### config.mk
export PLATFORM = sky130hd
export DESIGN_NAME = axi_addr_burst_splitter_flat
export DESIGN_NICKNAME = d
export VERILOG_FILES = /design/src/rtl/axi_addr_burst_splitter_if.sv /design/src/rtl/axi_addr_burst_splitter.sv /design/src/flat_wrapper.sv
export SDC_FILE = /design/constraint.sdc
export NUM_CORES = 1
export LEC_CHECK = 0
export ABC_AREA = 1
export CORE_UTILIZATION = 58
export CTS_CLUSTER_DIAMETER = 40
export DETAILED_ROUTE_END_ITERATION = 10
export PLACE_DENSITY = 0.84
export SLEW_MARGIN = 20
export SYNTH_ARGS = -nofsm -noshare
export SYNTH_HDL_FRONTEND = slang
export SYNTH_SLANG_ARGS = --single-unit
### constraint.sdc
create_clock -name clk -period 13.8 [get_ports clk]
set_input_delay 2.76 -clock clk [delete_from_list [all_inputs] [get_ports clk]]
set_output_delay 2.76 -clock clk [all_outputs]
set_load 0.005 [all_outputs]
### src/rtl/axi_addr_burst_splitter_if.sv
// AXI read/write address channel plus a per-burst completion pulse.
// The splitter sits on the master side; a slave or bench sits on the other side.
`timescale 1ns/1ps
interface axi_addr_burst_splitter_if #(
    parameter int unsigned ADDR_W = 32,
    parameter int unsigned ID_W   = 4
) ();
    logic [ID_W-1:0]   AxID;
    logic [ADDR_W-1:0] AxADDR;
    logic [7:0]        AxLEN;
    logic [2:0]        AxSIZE;
    logic [1:0]        AxBURST;
    logic              AxLOCK;
    logic [3:0]        AxCACHE;
    logic [2:0]        AxPROT;
    logic [3:0]        AxQOS;
    logic [3:0]        AxREGION;
    logic              AxVALID;
    logic              AxREADY;
    // One-cycle pulse per finished burst (B response or last R beat).
    logic              resp_done;

    modport master (
        output AxID, AxADDR, AxLEN, AxSIZE, AxBURST, AxLOCK, AxCACHE,
               AxPROT, AxQOS, AxREGION, AxVALID,
        input  AxREADY, resp_done
    );

    modport slave (
        input  AxID, AxADDR, AxLEN, AxSIZE, AxBURST, AxLOCK, AxCACHE,
               AxPROT, AxQOS, AxREGION, AxVALID,
        output AxREADY, resp_done
    );
endinterface

### src/rtl/axi_addr_burst_splitter.sv
// Splits one transfer command into legal AXI bursts (MAX_LEN cap, no INCR 4 KB
// crossing), issues them on AR/AW, limits outstanding bursts, reports done/error.
`timescale 1ns/1ps
module axi_addr_burst_splitter #(
    parameter int unsigned ADDR_W     = 32,
    parameter int unsigned ID_W       = 4,
    parameter int unsigned ID_VALUE   = 0,
    parameter int unsigned MAX_LEN    = 256,
    parameter int unsigned MAX_OUTST  = 4,
    parameter int unsigned DATA_BYTES = 8,
    parameter int unsigned BEATS_W    = 16
) (
    input  logic               clk,
    input  logic               resetn,
    input  logic               go,
    input  logic [ADDR_W-1:0]  start_addr,
    input  logic [BEATS_W-1:0] total_beats,
    input  logic [2:0]         size_log2,
    input  logic [1:0]         burst_type,
    output logic               done,
    output logic               error,
    output logic [3:0]         outstanding,
    output logic [BEATS_W-1:0] bursts_issued,
    output logic [2:0]         current_state_out,
    axi_addr_burst_splitter_if.master ax
);

    typedef enum logic [2:0] {
        ST_RESET     = 3'd0,
        ST_IDLE      = 3'd1,
        ST_CALC      = 3'd2,
        ST_ISSUE     = 3'd3,
        ST_WAIT_RESP = 3'd4,
        ST_COMPLETE  = 3'd5,
        ST_ERROR     = 3'd6
    } state_t;

    localparam logic [1:0] BURST_FIXED = 2'b00;
    localparam logic [1:0] BURST_INCR  = 2'b01;
    localparam logic [1:0] BURST_WRAP  = 2'b10;

    localparam int unsigned SIZE_MAX = $clog2(DATA_BYTES);
    // Length arithmetic must hold both the remaining count and the 4096-byte page room.
    localparam int unsigned CW = (BEATS_W > 13) ? BEATS_W : 13;
    localparam logic [CW-1:0] MAX_LEN_C   = CW'(MAX_LEN);
    localparam logic [CW-1:0] FIXED_MAX   = CW'(16);
    localparam logic [3:0]    OUTST_LIMIT = 4'(MAX_OUTST);

    state_t              state, state_next;
    logic [ADDR_W-1:0]   addr_q;
    logic [BEATS_W-1:0]  remaining_q;
    logic [BEATS_W-1:0]  total_q;
    logic [2:0]          size_q;
    logic [1:0]          burst_q;
    logic [8:0]          len_q;
    logic [3:0]          out_next;

    logic                cmd_err;
    logic                wrap_len_ok;
    logic [ADDR_W-1:0]   align_mask;
    logic [12:0]         page_room;
    logic [CW-1:0]       bnd_beats;
    logic [CW-1:0]       len_sel;
    logic [8:0]          len_calc;
    logic                hs;

    assign hs = (state == ST_ISSUE) && ax.AxREADY;

    // NOTE: every always_comb output gets a default on entry so no path can
    // leave it unassigned and infer a latch.
    always_comb begin
        align_mask  = ~({ADDR_W{1'b1}} << size_log2);
        wrap_len_ok = (total_beats == BEATS_W'(2)) || (total_beats == BEATS_W'(4)) ||
                      (total_beats == BEATS_W'(8)) || (total_beats == BEATS_W'(16));
        cmd_err     = (total_beats == '0) ||
                      (32'(size_log2) > SIZE_MAX) ||
                      (burst_type == 2'b11) ||
                      ((start_addr & align_mask) != '0) ||
                      ((burst_type == BURST_WRAP) && !wrap_len_ok);
    end

    always_comb begin
        page_room = 13'h1000 - {1'b0, addr_q[11:0]};
        bnd_beats = CW'(page_room >> size_q);
        len_sel   = CW'(remaining_q);
        case (burst_q)
            BURST_INCR: begin
                if (MAX_LEN_C < len_sel) len_sel = MAX_LEN_C;
                if (bnd_beats < len_sel) len_sel = bnd_beats;
            end
            BURST_FIXED: if (FIXED_MAX < len_sel) len_sel = FIXED_MAX;
            default:     len_sel = CW'(total_q);
        endcase
        len_calc = len_sel[8:0];
    end

    // A completion arriving with a new acceptance cancels out; stray completions saturate.
    always_comb begin
        out_next = outstanding;
        if (hs && !ax.resp_done)
            out_next = outstanding + 4'd1;
        else if (!hs && ax.resp_done && (outstanding != 4'd0))
            out_next = outstanding - 4'd1;
    end

    always_comb begin
        state_next = state;
        case (state)
            ST_RESET:     state_next = ST_IDLE;
            ST_IDLE:      if (go) state_next = cmd_err ? ST_ERROR : ST_CALC;
            ST_CALC:      if ((outstanding != OUTST_LIMIT) || ax.resp_done) state_next = ST_ISSUE;
            ST_ISSUE:     if (hs) state_next = (remaining_q == BEATS_W'(len_q)) ? ST_WAIT_RESP : ST_CALC;
            ST_WAIT_RESP: if (out_next == 4'd0) state_next = ST_COMPLETE;
            ST_COMPLETE,
            ST_ERROR:     if (!go) state_next = ST_IDLE;
            default:      state_next = ST_RESET;
        endcase
    end

    // NOTE: sequential state uses non-blocking assignments so every register
    // samples pre-edge values regardless of statement order.
    always_ff @(posedge clk) begin
        if (!resetn) begin
            state         <= ST_RESET;
            outstanding   <= '0;
            bursts_issued <= '0;
            addr_q        <= '0;
            remaining_q   <= '0;
            total_q       <= '0;
            size_q        <= '0;
            burst_q       <= '0;
            len_q         <= '0;
        end else begin
            state       <= state_next;
            outstanding <= out_next;
            case (state)
                ST_IDLE: if (go) begin
                    addr_q      <= start_addr;
                    remaining_q <= total_beats;
                    total_q     <= total_beats;
                    size_q      <= size_log2;
                    burst_q     <= burst_type;
                end
                ST_CALC: len_q <= len_calc;
                ST_ISSUE: if (hs) begin
                    remaining_q <= remaining_q - BEATS_W'(len_q);
                    if (burst_q == BURST_INCR)
                        addr_q <= addr_q + (ADDR_W'(len_q) << size_q);
                end
                default: ;
            endcase
            if (hs)
                bursts_issued <= bursts_issued + 1'b1;
            else if (state_next == ST_IDLE)
                bursts_issued <= '0;
        end
    end

    // Burst fields are only meaningful while a burst is being prepared or offered.
    always_comb begin
        ax.AxADDR  = '0;
        ax.AxLEN   = '0;
        ax.AxSIZE  = '0;
        ax.AxBURST = '0;
        if (state == ST_CALC || state == ST_ISSUE) begin
            ax.AxADDR  = addr_q;
            ax.AxLEN   = (state == ST_ISSUE) ? 8'(len_q - 9'd1) : 8'(len_calc - 9'd1);
            ax.AxSIZE  = size_q;
            ax.AxBURST = burst_q;
        end
    end

    assign ax.AxVALID  = (state == ST_ISSUE);
    assign ax.AxID     = ID_W'(ID_VALUE);
    assign ax.AxLOCK   = 1'b0;
    assign ax.AxCACHE  = 4'd0;
    assign ax.AxPROT   = 3'd0;
    assign ax.AxQOS    = 4'd0;
    assign ax.AxREGION = 4'd0;

    assign done              = (state == ST_COMPLETE) || (state == ST_ERROR);
    assign error             = (state == ST_ERROR);
    assign current_state_out = state;

endmodule

### src/flat_wrapper.sv
// flat-port wrapper written by rule: the top's interface ports become plain ports
module axi_addr_burst_splitter_flat 
#(
    parameter int unsigned ADDR_W     = 32,
    parameter int unsigned ID_W       = 4,
    parameter int unsigned ID_VALUE   = 0,
    parameter int unsigned MAX_LEN    = 256,
    parameter int unsigned MAX_OUTST  = 4,
    parameter int unsigned DATA_BYTES = 8,
    parameter int unsigned BEATS_W    = 16
)
  (clk, resetn, go, start_addr, total_beats, size_log2, burst_type, done, error, outstanding, bursts_issued, current_state_out, ax_AxID, ax_AxADDR, ax_AxLEN, ax_AxSIZE, ax_AxBURST, ax_AxLOCK, ax_AxCACHE, ax_AxPROT, ax_AxQOS, ax_AxREGION, ax_AxVALID, ax_AxREADY, ax_resp_done);
  axi_addr_burst_splitter_if #(.ADDR_W(ADDR_W), .ID_W(ID_W)) ax_i ();
  input  logic clk;
  input  logic resetn;
  input  logic go;
  input  logic [ADDR_W-1:0] start_addr;
  input  logic [BEATS_W-1:0] total_beats;
  input  logic [2:0] size_log2;
  input  logic [1:0] burst_type;
  output logic done;
  output logic error;
  output logic [3:0] outstanding;
  output logic [BEATS_W-1:0] bursts_issued;
  output logic [2:0] current_state_out;
  output wire logic [$bits(ax_i.AxID)-1:0] ax_AxID;
  output wire logic [$bits(ax_i.AxADDR)-1:0] ax_AxADDR;
  output wire logic [$bits(ax_i.AxLEN)-1:0] ax_AxLEN;
  output wire logic [$bits(ax_i.AxSIZE)-1:0] ax_AxSIZE;
  output wire logic [$bits(ax_i.AxBURST)-1:0] ax_AxBURST;
  output wire logic [$bits(ax_i.AxLOCK)-1:0] ax_AxLOCK;
  output wire logic [$bits(ax_i.AxCACHE)-1:0] ax_AxCACHE;
  output wire logic [$bits(ax_i.AxPROT)-1:0] ax_AxPROT;
  output wire logic [$bits(ax_i.AxQOS)-1:0] ax_AxQOS;
  output wire logic [$bits(ax_i.AxREGION)-1:0] ax_AxREGION;
  output wire logic [$bits(ax_i.AxVALID)-1:0] ax_AxVALID;
  input wire logic [$bits(ax_i.AxREADY)-1:0] ax_AxREADY;
  input wire logic [$bits(ax_i.resp_done)-1:0] ax_resp_done;
  assign ax_AxID = ax_i.AxID;
  assign ax_AxADDR = ax_i.AxADDR;
  assign ax_AxLEN = ax_i.AxLEN;
  assign ax_AxSIZE = ax_i.AxSIZE;
  assign ax_AxBURST = ax_i.AxBURST;
  assign ax_AxLOCK = ax_i.AxLOCK;
  assign ax_AxCACHE = ax_i.AxCACHE;
  assign ax_AxPROT = ax_i.AxPROT;
  assign ax_AxQOS = ax_i.AxQOS;
  assign ax_AxREGION = ax_i.AxREGION;
  assign ax_AxVALID = ax_i.AxVALID;
  assign ax_i.AxREADY = ax_AxREADY;
  assign ax_i.resp_done = ax_resp_done;
  axi_addr_burst_splitter #(.ADDR_W(ADDR_W), .ID_W(ID_W), .ID_VALUE(ID_VALUE), .MAX_LEN(MAX_LEN), .MAX_OUTST(MAX_OUTST), .DATA_BYTES(DATA_BYTES), .BEATS_W(BEATS_W)) u_core (.clk(clk), .resetn(resetn), .go(go), .start_addr(start_addr), .total_beats(total_beats), .size_log2(size_log2), .burst_type(burst_type), .done(done), .error(error), .outstanding(outstanding), .bursts_issued(bursts_issued), .current_state_out(current_state_out), .ax(ax_i));
endmodule
# Word-level counts from Yosys, hierarchy flattened
# Cells that the tools add are included.
[word_totals] register_bits=94 output_inout_bits=91 elab_cells=104
[op_classes] addsub=8 magnitude_cmp=4 eq_ne=19 shifts=3 muxes=29 bitwise_logic=2 reduce_logical=30
[op_table] operator="$mux 32" count=4
[op_table] operator="$mux 16" count=6
[op_table] operator="$pmux 32 s2" count=1
[op_table] operator="$add 32x32->32" count=1
[op_table] operator="$and 32x32->32" count=1
[op_table] operator="$not 32->32" count=1
[op_table] operator="$pmux 16 s2" count=1
[op_table] operator="$reduce_bool 32->1" count=1
[op_table] operator="$shl 32x3->32 const A" count=1
[op_table] operator="$shl 9x3->32" count=1
[op_table] operator="$mux 3" count=8
[op_table] operator="$mux 9" count=2
[op_table] operator="$pmux 3 s6" count=1
[op_table] operator="$pmux 9 s2" count=1
[op_table] operator="$add 16x1->16 const B" count=1
[op_table] operator="$eq 16x2->1 const B" count=1
[op_table] operator="$eq 16x3->1 const B" count=1
[op_table] operator="$eq 16x4->1 const B" count=1
[op_table] operator="$eq 16x5->1 const B" count=1
[op_table] operator="$eq 16x9->1" count=1
[op_table] operator="$logic_not 16->1" count=1
[op_table] operator="$lt 16x16->1" count=1
[op_table] operator="$lt 5x16->1 const A" count=1
[op_table] operator="$lt 9x16->1 const A" count=1
[op_table] operator="30 further kinds" count=55

# Depth between registers and ports, before layout
# Gate-level depths: netlist of run 1.
[depth] word_depth=13 mapped_depth=35

# Worst setup path after synthesis of run 1
# Ideal clock, no wire load.
[synth_timing] path_type="reg-to-output" start="register u_core.addr_q[1]" end="output port ax_AxLEN[6]" t_arrival_ns=3.523 path_slack_ns=7.517 stages_incl_launch_ff=34 n_path_buf=0 path_cell_list="dfxtp_1 > inv_1 > ha_1 > nand2_2 > nor2_4 > nand3_1 > nor2_1 > nand3_1 > nand2_1 > nand2_1 > o21ai_1 > nand2_1 > o21ai_1 > nand2_1 > o21ai_1 > ha_1 > nand2_1 > nor2_1 > a211oi_1 > nand2_2 > nand2_4 > nand2_8 > nand2_1 > nand3_1 > nand2_1 > nand2_2 > nand2_4 > inv_1 > ha_1 > nand3_2 > nor2_2 > nand2_1 > nand2_1 > nor2_1"
[synth_via] elab_chain_len=8
[synth_lines] element="start: declaration" line_no="axi_addr_burst_splitter.sv:50" rtl="logic [ADDR_W-1:0] addr_q;"
[synth_lines] element="start signal: assignment" line_no="axi_addr_burst_splitter.sv:138" rtl="addr_q <= start_addr;"
[synth_lines] element="start signal: assignment" line_no="axi_addr_burst_splitter.sv:148" rtl="addr_q <= addr_q + (ADDR_W'(len_q) << size_q);"
[synth_lines] element="$sub 13x12->13 (*)" line_no="axi_addr_burst_splitter.sv:83" rtl="page_room = 13'h1000 - {1'b0, addr_q[11:0]};"
[synth_lines] element="$shr 13x3->16 (*)" line_no="axi_addr_burst_splitter.sv:84" rtl="bnd_beats = CW'(page_room >> size_q);"
[synth_lines] element="$lt 16x16->1" line_no="axi_addr_burst_splitter.sv:89" rtl="if (bnd_beats < len_sel) len_sel = bnd_beats;"
[synth_lines] element="$mux 9 (*)" line_no="axi_addr_burst_splitter.sv:89"
[synth_lines] element="$pmux 9 s2 (*)" line_no="axi_addr_burst_splitter.sv:86" rtl="case (burst_q)"
[synth_lines] element="$sub 8x1->8 (*)" line_no="axi_addr_burst_splitter.sv:167" rtl="ax.AxLEN = (state == ST_ISSUE) ? 8'(len_q - 9'd1) : 8'(len_calc - 9'd1);"
[synth_lines] element="$mux 8 (*)" line_no="axi_addr_burst_splitter.sv:167"
[synth_lines] element="$mux 8 (*)" line_no="axi_addr_burst_splitter.sv:165" rtl="if (state == ST_CALC || state == ST_ISSUE) begin"
[synth_lines] element="end: declaration" line_no="flat_wrapper.sv:28" rtl="output wire logic [$bits(ax_i.AxLEN)-1:0] ax_AxLEN;"
# Every way passes the cells marked *; elsewhere a longest branch is shown, timed or not.

# Final worst setup path of run 1
[layout_timing] start="register u_core.size_q[0]" end="output port ax_AxLEN[6]"
[layout_via] elab_chain_len=7
[layout_lines] element="start: declaration" line_no="axi_addr_burst_splitter.sv:53" rtl="logic [2:0] size_q;"
[layout_lines] element="start signal: assignment" line_no="axi_addr_burst_splitter.sv:141" rtl="size_q <= size_log2;"
[layout_lines] element="$shr 13x3->16 (*)" line_no="axi_addr_burst_splitter.sv:84"
[layout_lines] element="$lt 16x16->1" line_no="axi_addr_burst_splitter.sv:89"
[layout_lines] element="$mux 9 (*)" line_no="axi_addr_burst_splitter.sv:89"
[layout_lines] element="$pmux 9 s2 (*)" line_no="axi_addr_burst_splitter.sv:86"
[layout_lines] element="$sub 8x1->8 (*)" line_no="axi_addr_burst_splitter.sv:167"
[layout_lines] element="$mux 8 (*)" line_no="axi_addr_burst_splitter.sv:167"
[layout_lines] element="$mux 8 (*)" line_no="axi_addr_burst_splitter.sv:165"
# Marked as above.

==> PnR_summary.wiki, run 1 <==
{| class="wikitable"
! Metric !! Value
|-
| Part of the Yosys area used for sequential elements || 0.231
|-
| Worst Tran Pin Value || 1.01 ns
|-
| Antenna Violating Nets Remaining || 0
|-
| Die Ht || 120 µm
|-
| FILL cells || 1148
|-
| Final critical-path share of the clock period || 0.573
|-
| Post-synth EDFFs || 0
|-
| Maximum number of pins on one net before global-route repair || 55
|-
| Class of the tightest hold or removal check || reg2reg
|-
| Post-Place Worst Slack || 6.38 ns
|-
| Clock latency on the worst-skew pair || 0.35 ns
|-
| Routability-driven placement congestion ratio || 0.918
|-
| RSZ-0062 raised after global routing || no
|-
| Deepest clock path buffer count || 2
|-
| Standard cell core area || 0.0135 mm²
|-
| Maximum level of the CTS H-tree || 3
|-
| Syn. warnings || 0
|-
| CTS root buffer || clkbuf_16
|-
| Beginning of the worst hold path || u_core.addr_q[19]$_SDFFE_PN0P_
|-
| Count of instances resized after the clock tree is built || 0
|-
| Layout net count || 1498
|-
| Commonest cells after routing, fill and taps aside || nand2_1, nor2_1, inv_1, clkdlybuf4s50_1, a21oi_1
|-
| Crit path time final || 7.91 ns
|-
| Initial standard-cell utilization of the core || 0.605
|-
| Clock buffer count from CTS || 9
|-
| Most instantiated flip-flop cell in the synthesis netlist || dfxtp_1
|-
| DP Wirelength || 17100 µm
|-
| Outcome || finished, violations left
|-
| F_max || 126 MHz
|-
| Relative max-transition margin || 0.327
|-
| Wire length per cell || 14.7 µm
|-
| Capturing element type of the critical path || output pin
|-
| Element type at the critical path start || register
|-
| Length of the first detailed-routing pass in iterations || 8
|-
| Post-CTS Repair Setup Buffers || 0
|-
| Total gr overflow || 0
|-
| Via density || 5.53
|-
| Violated checks || design-rule violations
|-
| # rows || 42
|-
| Async set-or-reset flop fraction in the synthesized netlist || 0
|-
| Initial antenna violation count || 0
|-
| Type of the worst setup path || reg2out
|-
| Total die area || 0.0145 mm²
|-
| Data required, critical path || 11.04 ns
|-
| Fin util || 0.726
|-
| Cell Count Post-Placement || 1561
|-
| Routed wire length || 23200 µm
|-
| Data arrival time of the worst path || 5.15 ns
|-
| Most common library cell in the layout ignoring fill and taps || nand2_1
|-
| I/O Pins || 149
|-
| Count of different cell masters after synthesis || 57
|-
| Max-cap check violation count || 0
|-
| DRT iter0 DRCs || 733
|-
| Remaining routing DRC violations || 1
|-
| Hold slack final || 0.467 ns
|-
| Register bit count reported by yosys || 94
|-
| Setup tns final || 0 ns
|-
| Launch point of the worst path || u_core.size_q[0]$_SDFFE_PN0P_
|-
| Origin of the critical flop-to-flop path || u_core.current_state_out[1]$_SDFF_PN0_
|-
| Via count of the first global-routing pass || 8136
|-
| Gate Count Post-Synth || 1303
|-
| Post-route setup slack || 5.89 ns
|-
| Via Count || 8728
|-
| Clock-pin slew on the worst setup and hold paths || 0.07 ns
|-
| Global Route Usage Sum || 0.324
|-
| Largest fanout on the critical path || 35
|-
| Number of pins with negative max-slew slack in the final report || 0
|-
| Sinks on the clock net || 94
|-
| Post-layout instance count excluding filler cells || 1577
|-
| ANT cells || 0
|-
| CTS tree || built
|-
| Max rail drop VDD || 0.101 mV
|-
| Count of hold-fix buffers inserted at cts || 0
|-
| First-pass GRT wire length || 37800 µm
|-
| Signed area change from the synthesized netlist to the final layout || 20.0%
|-
| Proportion of layout cells with a drive suffix above 1 || 0.0621
|-
| Count of buffers from port buffering || 128
|-
| Setup clock skew after layout || 0.00682 ns
|-
| P_leak || 4.14 nW
|-
| Post-synth design cell area || 0.00814 mm²
|-
| Die width || 120 µm
|-
| Pwr per Cell Area || 152 mW/mm²
|-
| Final setup violating endpoints || 0
|-
| Avg Inst Size Synth || 6.24 µm²
|-
| Number of hold violations in the final report || 0
|}
through the flow:
step,instance area [µm²],power [mW]
after floorplan,8220,0.979
after global placement,9400,1.16
after detailed placement,9400,1.17
after CTS,9760,1.48
after global routing,9760,1.61
final,9760,1.49
cells in the mapped netlist (all sizes together), types with 18 or more instances:
cell type / n / share of area
a21oi: 108 / 0.067
buf: 35 / 0.026
clkbuf: 38 / 0.018
dfxtp: 94 / 0.23
ha: 42 / 0.065
inv: 168 / 0.078
nand2: 259 / 0.13
nand3: 75 / 0.054
nor2: 185 / 0.092
nor3: 18 / 0.013
o21ai: 132 / 0.083
xor2: 27 / 0.029
registers in the layout, indices dropped and copies added, names as in the netlist:
signal / flops
u_core.size_q: 3
u_core.len_q: 9
u_core.addr_q: 32
u_core.bursts_issued: 16
u_core.remaining_q: 16
u_core.current_state_out: 3
u_core.burst_q: 2
u_core.outstanding: 4
u_core.total_q: 9
final timing paths:
kind              cells past startpoint                              to  slack, ns
hold / removal                        2  u_core.addr_q[19]$_SDFFE_PN0P_       0.47
setup reg to reg                     14   u_core.addr_q[3]$_SDFFE_PN0P_       8.49
hold reg to reg                       2  u_core.addr_q[19]$_SDFFE_PN0P_       0.47
setup / recovery                     23                     ax_AxLEN[6]       5.89
final cells by class:
cell class / count / area, µm² / share of cell area
Tap cell: 176 / 220 / 0.0226
Clock inverter: 5 / 104 / 0.0106
Inverter: 172 / 646 / 0.0661
Multi-Input combinational cell: 986 / 5340 / 0.547
Sequential cell: 94 / 1880 / 0.193
Clock buffer: 11 / 253 / 0.0259
Timing Repair Buffer: 133 / 1320 / 0.135
kinds of logic after synthesis:
kind of cell | Yosys count | synth area share
compound gates | 310 | 0.217
xor+xnor | 34 | 0.0366
fa+ha+maj | 44 | 0.0695
buf+inv | 245 | 0.123
flops | 94 | 0.231
mux | 7 | 0.00861
other cells | 2 | 0.000923
simple gates | 567 | 0.313
critical path, stage by stage (launching register included):
cell	delay, ns
dfxtp_1	0.96
inv_1	0.48
nand3_1	0.20
o21ai_0	0.14
mux2i_1	0.20
o21ai_0	0.17
ha_1	0.25
a21oi_1	0.18
o21ai_0	0.12
a21oi_2	0.47
nand2_8	0.12
nand2_1	0.08
nand3_1	0.06
nand2_1	0.11
nand2_2	0.07
nand2_4	0.10
inv_1	0.05
ha_1	0.21
nand3_2	0.10
nor2_2	0.04
nand2_1	0.05
nand2_1	0.04
nor2_1	0.09
clkdlybuf4s50_1	0.51
routing by layer:
| layer | vias up | routed length (µm) | GRT usage |
|---|---|---|---|
| li1 | 4427 | - | - |
| met1 | 3961 | 10100 | 0.398 |
| met2 | 292 | 10900 | 0.550 |
| met3 | 48 | 1520 | 0.0528 |
| met4 | 0 | 692 | 0.157 |
| met5 | - | 0 | 0 |
power breakdown:
part	leakage, nW	switching, mW	total (mW)	internal, mW
clock	0.176	0.110	0.297	0.187
sequential	0.766	0.0552	0.367	0.312
combinational	3.19	0.519	0.821	0.303
total	4.14	0.684	1.49	0.802
No activity file was read; power rests on OpenSTA's default activity.
==> run 2: changes to the inputs <==
- CORE_UTILIZATION: 58 -> 49
- PLACE_DENSITY: 0.84 -> 0.75
- clock period: 13.8 -> 7 ns (I/O delays scaled with it)
==> run 2 against run 1 <==
Net effect:
- the run now ends clean
- die area is 18% higher
- clock power grew 76%
- total power up 92%
- register-to-register slack lost 5.9 ns
- sequential share of layout area decreased by 0.059 points
- via count is 0.82% lower
- flip-flop and latch count did not move
- global-route usage down 4.9 points
- non-clock buffer count is 3 higher
==> PnR_summary.wiki, run 2 (synthesis results as in run 1) <==
{| class="wikitable"
! Metric !! Value
|-
| Element type at the critical path start || register (unchanged)
|-
| Leading registers by flop count || u_core.addr_q: 32 flops, u_core.bursts_issued: 16 flops, u_core.remaining_q: 16 flops (unchanged)
|-
| Remaining routing DRC violations || 0 (was 1)
|-
| Initial standard-cell utilization of the core || 0.507 (was 0.605)
|-
| Via Count || 8656 (was 8728)
|-
| ANT cells || 0 (unchanged)
|-
| Proportion of layout cells with a drive suffix above 1 || 0.0648 (was 0.0621)
|-
| DRT iter0 DRCs || 575 (was 733)
|-
| Final setup violating endpoints || 0 (unchanged)
|-
| Maximum number of pins on one net before global-route repair || 60 (was 55)
|-
| Total die area || 0.0171 mm² (was 0.0145 mm²)
|-
| Most common library cell in the layout ignoring fill and taps || nand2_1 (unchanged)
|-
| Total gr overflow || 0 (unchanged)
|-
| Origin of the critical flop-to-flop path || u_core.size_q[1]$_SDFFE_PN0P_ (was u_core.current_state_out[1]$_SDFF_PN0_)
|-
| Capturing element type of the critical path || output pin (unchanged)
|-
| WHS Endpoint || u_core.addr_q[31]$_SDFFE_PN0P_ (was u_core.addr_q[19]$_SDFFE_PN0P_)
|-
| Cell Count Post-Placement || 1604 (was 1561)
|-
| Routability-driven placement congestion ratio || 0.917 (was 0.918)
|-
| Maximum level of the CTS H-tree || 3 (unchanged)
|-
| Die Ht || 131 µm (was 120 µm)
|-
| Post-layout instance count excluding filler cells || 1620 (was 1577)
|-
| Global Route Usage Sum || 0.276 (was 0.324)
|-
| Wire length per cell || 14.1 µm (was 14.7 µm)
|-
| Class of the tightest hold or removal check || reg2reg (unchanged)
|-
| Final critical-path share of the clock period || 0.900
|-
| Cell type of the slowest stage on the worst timing path || clkdlybuf4s50_1 (was dfxtp_1)
|-
| Flop2flop setup slack || 2.59 ns (was 8.49 ns)
|-
| Max-cap check violation count || 0 (unchanged)
|-
| R2R depth || 20 (was 14)
|-
| F_max || 159 MHz
|-
| Beginning of the worst hold path || u_core.addr_q[31]$_SDFFE_PN0P_ (was u_core.addr_q[19]$_SDFFE_PN0P_)
|-
| Data arrival time of the worst path || 4.90 ns (was 5.15 ns)
|-
| Worst Tran Pin Value || 1.06 ns (was 1.01 ns)
|-
| Pwr per Cell Area || 291 mW/mm² (was 152 mW/mm²)
|-
| Number of flip-flops in the largest register || 32 (unchanged)
|-
| Number of cells traversed by the worst hold path || 2 (unchanged)
|-
| Length of the first detailed-routing pass in iterations || 5 (was 8)
|-
| Setup tns final || 0 ns (unchanged)
|-
| CTS root buffer || clkbuf_16 (unchanged)
|-
| Most frequent cell on the critical path || nand2_1 (unchanged)
|-
| Post-route setup slack || 0.700 ns (was 5.89 ns)
|-
| RSZ-0062 raised after global routing || no (unchanged)
|-
| CTS tree || built (unchanged)
|-
| Clock latency on the worst-skew pair || 0.36 ns (was 0.35 ns)
|-
| Via count of the first global-routing pass || 7797 (was 8136)
|-
| Initial antenna violation count || 0 (unchanged)
|-
| Capture point of the worst reg-to-reg path || u_core.addr_q[26]$_SDFFE_PN0P_ (was u_core.addr_q[3]$_SDFFE_PN0P_)
|-
| P_leak || 4.13 nW (was 4.14 nW)
|-
| Post-Place Worst Slack || 1.08 ns (was 6.38 ns)
|-
| Relative max-transition margin || 0.292 (was 0.327)
|-
| Clock buffer count from CTS || 9 (unchanged)
|-
| Antenna Violating Nets Remaining || 0 (unchanged)
|-
| Die width || 131 µm (was 120 µm)
|-
| Layout net count || 1501 (was 1498)
|-
| Via density || 5.34 (was 5.53)
|-
| Data required, critical path || 5.60 ns (was 11.04 ns)
|-
| Register containing the most flip-flops in the final layout || u_core.addr_q (unchanged)
|-
| Count of buffers from port buffering || 128 (unchanged)
|-
| Max rail drop VDD || 0.162 mV (was 0.101 mV)
|-
| # rows || 46 (was 42)
|-
| Type of the worst setup path || reg2out (unchanged)
|-
| Deepest clock path buffer count || 2 (unchanged)
|-
| Largest fanout on the critical path || 10 (was 35)
|-
| Crit path time final || 6.30 ns
|-
| I/O Pins || 149 (unchanged)
|-
| First-pass GRT wire length || 37400 µm (was 37800 µm)
|-
| Commonest cells after routing, fill and taps aside || nand2_1, nor2_1, inv_1, clkdlybuf4s50_1, a21oi_1 (unchanged)
|-
| Outcome || finished, final reports clean (was finished, violations left)
|-
| Number of hold violations in the final report || 0 (unchanged)
|-
| Delay of the slowest cell on the worst path || 0.51 ns (was 0.96 ns)
|-
| DP Wirelength || 17200 µm (was 17100 µm)
|-
| Sinks on the clock net || 94 (unchanged)
|-
| Routed wire length || 22800 µm (was 23200 µm)
|-
| Clock-pin slew on the worst setup and hold paths || 0.07 ns (about the same)
|-
| Setup clock skew after layout || 0.00627 ns (was 0.00682 ns)
|-
| Standard cell core area || 0.0161 mm² (was 0.0135 mm²)
|-
| Signed area change from the synthesized netlist to the final layout || 20.4% (was 20.0%)
|-
| Number of pins with negative max-slew slack in the final report || 0 (unchanged)
|}
-- run 2: changes by cell type in the layout (fill, tap and decap cells not counted) --
cell and delta:
buf_4 +3, bufinv_16 -2, clkinv_4 +2, clkinv_2 +1, inv_6 -1, o21ai_1 -1
o21ai_2 +1
-- run 2: where the power goes --
| part | switching (mW) | internal, mW | total (mW) |
|---|---|---|---|
| combinational | 1.01 | 0.601 | 1.62 |
| clock | 0.227 | 0.297 | 0.524 |
| sequential | 0.0989 | 0.615 | 0.714 |
| total | 1.34 | 1.51 | 2.85 |
-- run 2: worst max-delay path: cells and delay by family (launching register included) --
| kind | cells | cell delay [ns] |
|---|---|---|
| buf+inv | 3 | 0.73 |
| compound gates | 6 | 0.89 |
| simple gates | 20 | 1.88 |
| flops | 1 | 0.33 |
| fa+ha+maj | 3 | 0.70 |
-- run 2: through the flow --
stage          cell area [µm²]  hold WS [ns]  total power [mW]   util
6_report                  9790         0.466              2.85  0.610
5_1_grt                   9790         0.484              3.12  0.610
4_1_cts                   9790         0.467              2.84  0.609
3_5_place_dp              9480         0.456              2.32  0.590
3_3_place_gp              9480         0.453              2.30  0.590
2_1_floorplan             8220         0.445              1.93      -
-- run 2: routing by layer --
layer / vias to the layer above / track usage / wire length (µm)
li1: 4452 / - / -
met5: - / 0 / 0
met1: 3913 / 0.355 / 10300
met4: 0 / 0.0859 / 432
met2: 256 / 0.465 / 10700
met3: 35 / 0.0505 / 1440
-- run 2: timing repair --
action | 4_1_cts | 5_1_grt
setup buffers | 0 | 0
hold endpoints to repair | 0 | 0
setup endpoints to repair | 0 | 1
hold buffers | 0 | 0
resized for setup | 0 | 1
-- run 2: final cells by class --
cell class	count	area, µm²
Multi-Input combinational cell	986	5340
Clock inverter	5	57.6
Sequential cell	94	1880
Clock buffer	11	253
Timing Repair Buffer	136	1340
Inverter	172	646
Fill cell	1577	6260
Tap cell	216	270
-- run 2: how the worst max path moves through the flow --
| stage | start | to | slack (ns) | cells after the start |
|---|---|---|---|---|
| floorplan | u_core.addr_q[1]$_SDFFE_PN0P_ | ax_AxLEN[6] | 2.08 | 33 |
| global placement | u_core.addr_q[1]$_SDFFE_PN0P_ | ax_AxLEN[6] | 1.25 | 34 |
| CTS | u_core.addr_q[1]$_SDFFE_PN0P_ | ax_AxLEN[6] | 0.67 | 34 |
| detailed placement | u_core.addr_q[1]$_SDFFE_PN0P_ | ax_AxLEN[6] | 1.08 | 34 |
| finish | u_core.addr_q[1]$_SDFFE_PN0P_ | ax_AxLEN[4] | 0.70 | 32 |
| global route | u_core.addr_q[1]$_SDFFE_PN0P_ | ax_AxLEN[4] | 0.04 | 32 |
==> run 3: changes to the inputs <==
- CORE_UTILIZATION: 49 -> 54
- PLACE_DENSITY: 0.75 -> 0.79
- clock period: 7 -> 7.1 ns (I/O delays scaled with it)
==> run 3 against run 2 <==
Net effect:
- the flow now finishes with violations (design-rule violations)
- core utilization increased by 5.6 points
- global-route usage grew 1.8 points
- routed wire length shrank 0.83%
- clock skew grew 0.0056 ns
- clock power is 2% lower
- critical path type unchanged
- critical endpoint is now ax_AxLEN[6]
- largest cell class unchanged
==> PnR_summary.wiki, run 3 (synthesis results as in run 1) <==
{| class="wikitable"
! Metric !! Value
|-
| Outcome || finished, violations left (was finished, final reports clean)
|-
| Violated checks || design-rule violations
|-
| P_leak || 4.13 nW (about the same)
|-
| Flop pwr share || 0.250 (about the same)
|-
| Via Count || 8664 (was 8656)
|-
| Number of cells traversed by the worst hold path || 2 (unchanged)
|-
| Post-CTS Repair Setup Buffers || 0 (unchanged)
|-
| Delay of the slowest cell on the worst path || 0.50 ns (was 0.51 ns)
|-
| Deepest clock path buffer count || 2 (unchanged)
|-
| Proportion of layout cells with a drive suffix above 1 || 0.0634 (was 0.0648)
|-
| Global Route Usage Sum || 0.293 (was 0.276)
|-
| Beginning of the worst hold path || u_core.addr_q[31]$_SDFFE_PN0P_ (unchanged)
|-
| Largest fanout on the critical path || 10 (unchanged)
|-
| Max rail drop VDD || 0.220 mV (was 0.162 mV)
|-
| Signed area change from the synthesized netlist to the final layout || 19.9% (was 20.4%)
|-
| WHS Endpoint || u_core.addr_q[31]$_SDFFE_PN0P_ (unchanged)
|-
| Length of the first detailed-routing pass in iterations || 8 (was 5)
|-
| CTS tree || built (unchanged)
|-
| DP Wirelength || 16900 µm (was 17200 µm)
|-
| Crit path time final || 6.32 ns
|-
| Routed wire length || 22700 µm (was 22800 µm)
|-
| Maximum level of the CTS H-tree || 3 (unchanged)
|-
| Switching Fraction || 0.474 (was 0.470)
|-
| Maximum number of pins on one net before global-route repair || 60 (unchanged)
|-
| Flop2flop setup slack || 2.62 ns (was 2.59 ns)
|-
| Sinks on the clock net || 94 (unchanged)
|-
| Clock buffer count from CTS || 9 (unchanged)
|-
| Length of routed wiring on met1 || 10200 µm (was 10300 µm)
|-
| Standard cell core area || 0.0146 mm² (was 0.0161 mm²)
|-
| Type of the worst setup path || reg2out (unchanged)
|-
| Count of hold-fix buffers inserted at cts || 0 (unchanged)
|-
| Die width || 125 µm (was 131 µm)
|-
| Data arrival time of the worst path || 4.90 ns (about the same)
|-
| Routability-driven placement congestion ratio || 0.906 (was 0.917)
|-
| Data required, critical path || 5.68 ns (was 5.60 ns)
|-
| Most common library cell in the layout ignoring fill and taps || nand2_1 (unchanged)
|-
| CTS root buffer || clkbuf_16 (unchanged)
|-
| I/O Pins || 149 (unchanged)
|-
| Cell area after placement || 0.00944 mm² (was 0.00948 mm²)
|-
| Leading registers by flop count || u_core.addr_q: 32 flops, u_core.bursts_issued: 16 flops, u_core.remaining_q: 16 flops (unchanged)
|-
| Switching power total || 1.33 mW (was 1.34 mW)
|-
| Via count of the first global-routing pass || 8076 (was 7797)
|-
| ANT cells || 0 (unchanged)
|-
| R2R depth || 20 (unchanged)
|-
| Clock-pin slew on the worst setup and hold paths || 0.07 ns (about the same)
|-
| Number of flip-flops in the largest register || 32 (unchanged)
|-
| Met2 wire len || 10800 µm (was 10700 µm)
|-
| DRT iter0 DRCs || 730 (was 575)
|-
| Initial antenna violation count || 0 (unchanged)
|-
| Final instance area || 0.00975 mm² (was 0.00979 mm²)
|-
| Initial standard-cell utilization of the core || 0.556 (was 0.507)
|-
| Setup clock skew after layout || 0.0119 ns (was 0.00627 ns)
|-
| RSZ-0062 raised after global routing || no (unchanged)
|-
| Wire length per cell || 14.3 µm (was 14.1 µm)
|-
| First-pass GRT wire length || 37700 µm (was 37400 µm)
|-
| # rows || 44 (was 46)
|-
| Clock network power share || 0.183 (was 0.184)
|-
| Commonest cells after routing, fill and taps aside || nand2_1, nor2_1, inv_1, clkdlybuf4s50_1, a21oi_1 (unchanged)
|-
| Clock latency on the worst-skew pair || 0.36 ns (about the same)
|-
| Total die area || 0.0156 mm² (was 0.0171 mm²)
|-
| Layout net count || 1501 (unchanged)
|-
| Die Ht || 125 µm (was 131 µm)
|-
| Total gr overflow || 0 (unchanged)
|-
| Max-cap check violation count || 0 (unchanged)
|-
| Worst Tran Pin Value || 1.14 ns (was 1.06 ns)
|-
| Final setup violating endpoints || 0 (unchanged)
|-
| Count of instances resized after the clock tree is built || 0 (unchanged)
|-
| Combinational fraction of design power || 0.566 (about the same)
|-
| Uppermost signal routing layer after detailed routing || met4 (unchanged)
|-
| DR WL met3 || 1440 µm (about the same)
|-
| Register containing the most flip-flops in the final layout || u_core.addr_q (unchanged)
|-
| Element type at the critical path start || register (unchanged)
|-
| Pwr per Cell Area || 288 mW/mm² (was 291 mW/mm²)
|-
| Number of hold violations in the final report || 0 (unchanged)
|-
| Final critical-path share of the clock period || 0.891
|-
| Relative max-transition margin || 0.237 (was 0.292)
|-
| Internal power contribution || 1.48 mW (was 1.51 mW)
|-
| Remaining routing DRC violations || 12 (was 0)
|-
| Number of pins with negative max-slew slack in the final report || 0 (unchanged)
|-
| Count of buffers from port buffering || 128 (unchanged)
|-
| F_max || 158 MHz
|-
| Setup tns final || 0 ns (unchanged)
|-
| Origin of the critical flop-to-flop path || u_core.size_q[1]$_SDFFE_PN0P_ (unchanged)
|-
| Capture point of the worst reg-to-reg path || u_core.addr_q[30]$_SDFFE_PN0P_ (was u_core.addr_q[26]$_SDFFE_PN0P_)
|-
| Class of the tightest hold or removal check || reg2reg (unchanged)
|-
| Via density || 5.46 (was 5.34)
|-
| Most frequent cell on the critical path || nand2_1 (unchanged)
|-
| Antenna Violating Nets Remaining || 0 (unchanged)
|-
| Capturing element type of the critical path || output pin (unchanged)
|-
| Cell type of the slowest stage on the worst timing path || clkdlybuf4s50_1 (unchanged)
|}
[run 3: cell count changes in the layout (fill, tap and decap cells not counted)]
cell | before | now
nor2_2 | 7 | 6
inv_6 | 0 | 2
clkinv_2 | 2 | 0
nor2_1 | 174 | 175
o21ai_2 | 5 | 4
clkinv_8 | 0 | 1
inv_8 | 0 | 1
clkinv_4 | 2 | 1
clkbuf_8 | 2 | 0
o21ai_1 | 22 | 23
clkinvlp_4 | 0 | 1
[run 3: final cells by class]
class / count / area (µm²)
Multi-Input combinational cell: 986 / 5340
Fill cell: 1355 / 4890
Sequential cell: 94 / 1880
Timing Repair Buffer: 136 / 1340
Inverter: 172 / 646
Tap cell: 184 / 230
Clock buffer: 9 / 225
Clock inverter: 7 / 91.3
[run 3: critical path, delay by kind of cell, from the launching register on]
family	cells	cell delay, ns
adder cells (fa/ha/maj)	3	0.73
buffers and inverters	3	0.72
AO/OA/AOI/OAI	4	0.67
AND/OR/NAND/NOR	24	2.10
flip-flops	1	0.33
[run 3: power by group through the flow]
stage	Clock (mW)	Sequential [mW]	Combinational, mW
after detailed placement	0	0.712	1.57
after CTS	0.523	0.701	1.58
after global placement	0	0.711	1.55
after global routing	0.545	0.715	1.80
after floorplan	0	0.681	1.22
final	0.516	0.704	1.59
[run 3: worst max path at each step]
stage / start / end / slack [ns]
global route: u_core.addr_q[1]$_SDFFE_PN0P_ / ax_AxLEN[6] / 0.24
global placement: u_core.addr_q[1]$_SDFFE_PN0P_ / ax_AxLEN[6] / 1.32
detailed placement: u_core.addr_q[1]$_SDFFE_PN0P_ / ax_AxLEN[6] / 1.20
finish: u_core.addr_q[1]$_SDFFE_PN0P_ / ax_AxLEN[6] / 0.78
floorplan: u_core.addr_q[1]$_SDFFE_PN0P_ / ax_AxLEN[6] / 2.16
CTS: u_core.addr_q[1]$_SDFFE_PN0P_ / ax_AxLEN[6] / 0.77
[run 3: routing by layer]
| metal | up-vias | GRT usage |
|---|---|---|
| li1 | 4450 | - |
| met1 | 3956 | 0.371 |
| met2 | 241 | 0.509 |
| met3 | 17 | 0.0571 |
| met4 | 0 | 0.0712 |
| met5 | - | 0 |
[run 3: metrics by stage]
stage               power (mW)  worst slack (ns)  hold WS (ns)   util  cells
floorplan                 1.90              2.16         0.445      -   1325
finish                    2.81             0.775         0.473  0.666   1588
global route              3.06             0.240         0.490  0.666   1588
detailed placement        2.28              1.20         0.459  0.644   1572
global placement          2.26              1.32         0.453  0.644   1572
CTS                       2.81             0.775         0.470  0.666   1588
